`src/rtl/nibble_mem_responder.sv`:
```
// ---------------------------------------------------------------------------
// nibble_mem_responder
//
// Memory-side responder for the 4-bit accumulator CPU's 8-pin bus. Holds a
// 2**ADDR_W x DATA_W memory that the CPU fetches from and loads from
// combinationally. Stores are decoded by a two-cycle address/data state
// machine. A programming port fills the memory before a run and holds the
// CPU in reset while it does so.
//
// Ports:
//   clk        system clock, shared with the CPU
//   rst_p      asynchronous active-high reset
//   bus_in     CPU output byte: [5:0] address or store data, [6] unused,
//              [7] wcyc (write cycle)
//   bus_out    nibble presented to the CPU data input (combinational)
//   prog_en    programming mode enable
//   prog_we    programming write strobe, only acted on while prog_en is high
//   prog_data  programming data nibble
//   cpu_rst_p  reset to the CPU
//   prog_ptr   current programming pointer
//   wr_pulse   one-cycle pulse after a CPU store commits
//   wr_addr    address of the last committed CPU store
//   err_abort  sticky flag: a store address phase was not followed by data
// ---------------------------------------------------------------------------
module nibble_mem_responder #(
    parameter int ADDR_W = 6,
    parameter int DATA_W = 4
) (
    input  logic              clk,
    input  logic              rst_p,
    input  logic [7:0]        bus_in,
    output logic [DATA_W-1:0] bus_out,
    input  logic              prog_en,
    input  logic              prog_we,
    input  logic [DATA_W-1:0] prog_data,
    output logic              cpu_rst_p,
    output logic [ADDR_W-1:0] prog_ptr,
    output logic              wr_pulse,
    output logic [ADDR_W-1:0] wr_addr,
    output logic              err_abort
);

    localparam int DEPTH = 1 << ADDR_W;
    localparam logic [ADDR_W-1:0] PTR_ONE = ADDR_W'(1);

    typedef enum logic {
        W_IDLE = 1'b0,
        W_DATA = 1'b1
    } wstate_t;

    wstate_t           state;
    wstate_t           state_next;
    logic [ADDR_W-1:0] waddr;
    logic [ADDR_W-1:0] waddr_next;
    logic              bus_commit;
    logic              bus_abort;

    logic              wcyc;
    logic [ADDR_W-1:0] bus_addr;

    logic              prog_en_q;
    logic              prog_rise;
    logic [ADDR_W-1:0] ptr_base;
    logic              release_hold;

    logic [DATA_W-1:0] mem [0:DEPTH-1];

    assign wcyc     = bus_in[7];
    assign bus_addr = bus_in[ADDR_W-1:0];

    // Read path: the CPU sees the addressed nibble in the same cycle it puts
    // the address out. Write cycles and programming mode present zero so the
    // CPU never latches stale data while the bus means something else.
    always_comb begin
        bus_out = '0;
        if (!wcyc && !prog_en) begin
            bus_out = mem[bus_addr];
        end
    end

    // Write FSM next-state logic. A wcyc-high cycle in W_IDLE is an address
    // phase; the cycle after it must also be wcyc-high to carry the data,
    // otherwise the store is dropped and flagged. Programming mode parks the
    // FSM in W_IDLE so a half-finished store can never land afterwards.
    always_comb begin
        state_next = state;
        waddr_next = waddr;
        bus_commit = 1'b0;
        bus_abort  = 1'b0;
        if (prog_en) begin
            state_next = W_IDLE;
        end else begin
            case (state)
                W_IDLE: begin
                    if (wcyc) begin
                        waddr_next = bus_addr;
                        state_next = W_DATA;
                    end
                end
                W_DATA: begin
                    state_next = W_IDLE;
                    if (wcyc) begin
                        bus_commit = 1'b1;
                    end else begin
                        bus_abort = 1'b1;
                    end
                end
                default: state_next = W_IDLE;
            endcase
        end
    end

    // Write FSM state and latched store address.
    always_ff @(posedge clk or posedge rst_p) begin
        if (rst_p) begin
            state <= W_IDLE;
            waddr <= '0;
        end else begin
            state <= state_next;
            waddr <= waddr_next;
        end
    end

    // Store status: the pulse follows the commit edge by one cycle, the
    // address of the last commit is held, and an abort stays flagged until
    // the next system reset.
    always_ff @(posedge clk or posedge rst_p) begin
        if (rst_p) begin
            wr_pulse  <= 1'b0;
            wr_addr   <= '0;
            err_abort <= 1'b0;
        end else begin
            wr_pulse <= bus_commit;
            if (bus_commit) begin
                wr_addr <= waddr;
            end
            if (bus_abort) begin
                err_abort <= 1'b1;
            end
        end
    end

    // A fresh programming session always starts at address 0, even when the
    // first write strobe arrives in the same cycle prog_en rises.
    assign prog_rise = prog_en && !prog_en_q;
    assign ptr_base  = prog_rise ? '0 : prog_ptr;

    // Programming pointer, prog_en history and the post-programming hold.
    // release_hold keeps the CPU in reset for one cycle after prog_en falls so
    // the last programmed word has settled before the first fetch.
    always_ff @(posedge clk or posedge rst_p) begin
        if (rst_p) begin
            prog_en_q    <= 1'b0;
            prog_ptr     <= '0;
            release_hold <= 1'b0;
        end else begin
            prog_en_q    <= prog_en;
            release_hold <= prog_en_q && !prog_en;
            if (prog_en) begin
                if (prog_we) begin
                    prog_ptr <= ptr_base + PTR_ONE;
                end else begin
                    prog_ptr <= ptr_base;
                end
            end
        end
    end

    // Memory array. Programming and CPU stores never collide because the
    // write FSM cannot commit while prog_en is high.
    always_ff @(posedge clk or posedge rst_p) begin
        if (rst_p) begin
            for (int i = 0; i < DEPTH; i++) begin
                mem[i] <= '0;
            end
        end else if (prog_en && prog_we) begin
            mem[ptr_base] <= prog_data;
        end else if (bus_commit) begin
            mem[waddr] <= bus_in[DATA_W-1:0];
        end
    end

    assign cpu_rst_p = rst_p || prog_en || release_hold;

endmodule

```
`config.mk`:
```
export PLATFORM = sky130hd
export DESIGN_NAME = nibble_mem_responder
export DESIGN_NICKNAME = d
export VERILOG_FILES = /design/src/rtl/nibble_mem_responder.sv
export SDC_FILE = /design/constraint.sdc
export NUM_CORES = 1
export LEC_CHECK = 0
export BUFFER_PORTS_ARGS = -buffer_cell sky130_fd_sc_hd__buf_2
export CAP_MARGIN = 20
export CORE_AREA = 2 2 173 175
export CTS_BUF_LIST = sky130_fd_sc_hd__clkbuf_4 sky130_fd_sc_hd__clkbuf_8 sky130_fd_sc_hd__clkbuf_16
export CTS_CLUSTER_SIZE = 12
export DETAILED_ROUTE_END_ITERATION = 8
export DIE_AREA = 0 0 175 177
export GPL_TIMING_DRIVEN = 0
export PLACE_DENSITY = 0.73
export SYNTH_ARGS = -nofsm -noshare
export SYNTH_HDL_FRONTEND = slang
export SYNTH_SLANG_ARGS = --single-unit
export TNS_END_PERCENT = 20
```
`constraint.sdc`:
```
create_clock -name clk -period 11.1 [get_ports clk]
set_input_delay 2.22 -clock clk [delete_from_list [all_inputs] [get_ports clk]]
set_output_delay 2.22 -clock clk [all_outputs]
set_load 0.01 [all_outputs]
```
* After elaboration in Yosys (flattened, before gate mapping) *
Cells that the tools add are included.

storage, ports and cells
  output and inout bits = 19
  register bits = 279
  logic and storage cells = 118
  input port bits = 16

cells by class
  $lt $le $gt $ge = 5
  add/sub/neg operators = 1
  muxes and demuxes = 22
  reductions and logical operators = 13
  bitwise operators = 5

operators with widths
  operator                                                                       count
  256-bit bitwise mux                                                            2
  256-bit 2-to-1 mux                                                             2
  4-bit demux with 6-bit select                                                  2
  4-bit binary-select mux with 6-bit select                                      1
  7-bit >= comparator (second input constant)                                    3
  6-bit inverter with 7-bit output                                               3
  4-bit 2-to-1 mux                                                               5
  7-bit by 1-bit less-than comparator with 1-bit output (second input constant)  2
  6-bit 2-to-1 mux                                                               2
  1-bit 2-to-1 mux                                                               7
  6-bit by 1-bit adder with 6-bit output (second input constant)                 1
  1-bit logical AND                                                              6
  1-bit logical NOT                                                              3
  3-bit AND reduction                                                            1
  1-bit logical OR                                                               2
  1-bit inverter                                                                 2
  1-bit one-hot mux with 2 select lines                                          1
  2-bit nonzero test                                                             1

* Logic depth before layout (Yosys ltp) *
  depth in word-level cells = 10
  depth in mapped cells = 8
  mapped depth without buffers = 5

* Least setup slack after synthesis *
OpenSTA, ideal clock, no wires.

  kind = input -> output
  from = in bus_in[0]
  to = out bus_out[2]
  data required time = 8.880 ns
  cell stages on the path = 6
  path slack = 5.049 ns
  path buffers = 2
  arrival = 3.831 ns
  cells stage by stage = buf_6 buf_2 mux4_2 mux4_2 nand2_1 nand3_1

on the way
  word-level cells in the longest chain between the ends = 5

ends and longest elaborated chain
  element                                                 RTL line  source
  from (decl)                                             31        input logic [7:0] bus_in,
  6-bit inverter with 7-bit output (not written as such)  77        bus_out = mem[bus_addr];
  4-bit binary-select mux with 6-bit select               77
  4-bit 2-to-1 mux (not written as such) (2 in a row)     77
  4-bit 2-to-1 mux                                        76        if (!wcyc && !prog_en) begin
  to (decl)                                               32        output logic [DATA_W-1:0] bus_out,

No other way between the ends. The select of a mux whose other input is x is not followed.

* Worst setup path after layout *
  from = in bus_in[2]
  to = out bus_out[0]

Same word-level chain as after synthesis.

==> impl_metrics.ini <==
[synth]
synth_nets = 1344
syn-cell-area_um2 = 15700
async_flop_share_pct = 100
synth_area_leaders = dfrtp_1 (44%), mux2_2 (18%), o22ai_1 (10%)
ys_top_cells_by_count = dfrtp_1 (279), o22ai_1 (255), mux2_2 (254), nand2_1 (171), mux4_2 (67)
yosysMostFrequentCell = dfrtp_1
synth_seq_cells = 279
yosysTopAreaCell = dfrtp_1
syn_area_per_cell_um2 = 11.9
seq_area_frac_synth_pct = 44.4
ys.flop_type = dfrtp_1
netlist.area_leader.share_pct = 44.4
ys_types = 53
yosysWarnings = 0
synth_cells = 1328
synth-edff-count = 0

[finish]
multiInputGateArea_um2 = 8270
area_growth_pct = 11.7
regArea_um2 = 6980
nets = 1421
drive_gt1_share_pct = 33.5
diodes = 0
stdcell_area_um2 = 17600
fillCellCount = 2342
stdcell_count = 1815

[run_status]
status = completed

[power]
ir_drop_mv = 0.118
fin_total_pwr_w = 0.00244
power_per_cell_area_nw_per_um2 = 139
p_leak_nw = 7.55

[clock_tree]
cts_tree = yes
cts_hold_buffers = 0
clk_latency_ns = 0.57
clock_sinks = 279
cts_setup_buffers = 0
cts_buffers = 30
clockRootBuffer = clkbuf_16
cts_buffer_depth = 3
h-tree-depth = 1
clkTransAtPathRegs_ns = 0.06
cts_resized = 0

[floorplanning]
die_w_um = 175
dieArea_um2 = 31000
row_count = 63
pin_count = 35
dieHeight_um = 177
core_um2 = 29200
start_util_pct = 53.8

[timing]
skew_ns = 0.0136
setup_viol = 0
hold_viol_final = 0
period_share_pct = 68.3
tightest_slew_ns = 1.22
fin_crit_ns = 7.58
slew_headroom_pct = 18.0
timing.fmax_ghz = 0.132
rsz0062_at_grt = false
drv_slew = 0

[routing]
drt-total-wl_um = 54500
drtIter0Drc = 1883
drc = 0
via_per_inst = 7.28
postRouteAntennaNets = 0
avgRoutedWirePerCell_um = 30.0
drt_first_pass_iters = 6
vias = 13218

[hold_path]
hold_class = reg -> reg

[global_routing]
grt_pass1_vias = 13200
grt_antenna_before_repair = 1
grt_pass1_wl_um = 81900
grt_usage_pct = 35.5
grt_max_degree = 130
grt-ovfl-total = 0

[placed_design]
place.gp.congestion = 1.00
dp_hpwl_um = 37600
placed_area_um2 = 16600
port_buffers = 32
dp_cells = 1759

[critical_path]
worst-endpoint-required_ns = 8.88
cp-start-kind = input port
cpPeakStageDelay_ns = 0.81
endpoint_kind = primary output
cp_cell_sequence = buf_2 -> buf_1 -> buf_1 -> nand3b_1 -> o22ai_1 -> a211oi_1 -> o21ai_0 -> o311ai_1 -> buf_2
crit_fanout = 10
cp.arrival_ns = 5.36
crit_type = in -> out
crit_slowest_cell = buf_1

[flow_run]
cap_violations = 0
-- cell type report --
type / instances / area share, %
buffer: 112 / 2.87
clock buffer: 45 / 5.22
clock inverter: 7 / 0.498
inverter: 3 / 0.107
multi-input combinational: 934 / 47.1
sequential: 279 / 39.7
tap: 390 / 2.77
timing repair buffer: 45 / 1.78
-- cell usage in the layout, fill, tap and decap left out, types with 4 or more instances in the layout --
| master | count |
|---|---|
| a211oi_1 | 5 |
| a21oi_1 | 4 |
| and3b_1 | 5 |
| and4b_1 | 4 |
| buf_1 | 15 |
| buf_2 | 56 |
| buf_4 | 6 |
| buf_6 | 11 |
| clkbuf_1 | 65 |
| clkbuf_16 | 31 |
| clkbuf_4 | 9 |
| clkbuf_8 | 6 |
| clkinv_2 | 4 |
| dfrtp_1 | 279 |
| mux2_1 | 6 |
| mux2_2 | 254 |
| mux2i_1 | 14 |
| mux4_2 | 67 |
| nand2_1 | 171 |
| nand3_1 | 7 |
| nor2_1 | 11 |
| nor3b_1 | 5 |
| nor3b_2 | 4 |
| nor4b_4 | 4 |
| o21ai_0 | 6 |
| o22a_1 | 53 |
| o22ai_1 | 255 |
| o22ai_2 | 10 |
| xor2_1 | 5 |
-- flip-flops by register name (all words and copies together), names as in the netlist --
signal / count
mem: 256
release_hold: 1
prog_en_q: 1
err_abort: 1
state: 1
wr_addr: 6
wr_pulse: 1
waddr: 6
prog_ptr: 6
-- worst max-delay path: cells and delay by family --
family                 cells  cell delay, ns
AO/OA/AOI/OAI              4            0.85
buffers and inverters      4            1.95
AND/OR/NAND/NOR            1            0.33
-- metrics by stage --
step	util, %	hold slack (ns)	setup slack (ns)	TNS, ns
global route	60.1	0.499	3.55	0
detailed placement	56.6	0.465	3.65	0
CTS	60.1	0.479	3.64	0
global placement	56.0	0.460	-1.94	-532.60
floorplan	-	0.459	1.19	0
finish	60.1	0.472	3.52	0
-- report_power, final --
group          internal [W]  switching, W
Sequential          0.00104     0.0000119
Combinational     0.0000965      0.000254
Clock              0.000613      0.000424
Total               0.00175      0.000689
-- logic make-up after synthesis --
logic type,count (synthesis),share of synthesized area (%)
AOI/OAI and AO/OA,349,15.3
xor gates and xnor gates,6,0.334
buffers and inverters,115,3.28
DFF,279,44.4
muxes,343,29.4
and+or+nand+nor,236,7.27
-- per-layer routing --
metal	part of all wire (%)	vias up	track usage, %	routed length (um)
met3	13	249	10.5	7100
met5	0.19	-	1.28	106
met2	43	1030	52.7	23500
met4	6.7	4	20.8	3680
li1	-	5371	-	-
met1	37	6564	46.4	20200
-- worst paths after layout --
check                                        from                     end  slack (ns)  cells past startpoint
hold reg to reg            wr_addr[5]$_DFFE_PP0P_  wr_addr[5]$_DFFE_PP0P_        0.47                      2
max in group asynchronous                   rst_p    mem[241]$_DFFE_PP0P_        8.08                      4
hold / removal             wr_addr[5]$_DFFE_PP0P_  wr_addr[5]$_DFFE_PP0P_        0.47                      2
setup / recovery                        bus_in[2]              bus_out[0]        3.52                      9
min in group asynchronous                   rst_p     prog_en_q$_DFF_PP0_        1.64                      2
setup reg to reg              prog_en_q$_DFF_PP0_    mem[242]$_DFFE_PP0P_        8.20                      6
(Power assumes the default switching activity.)
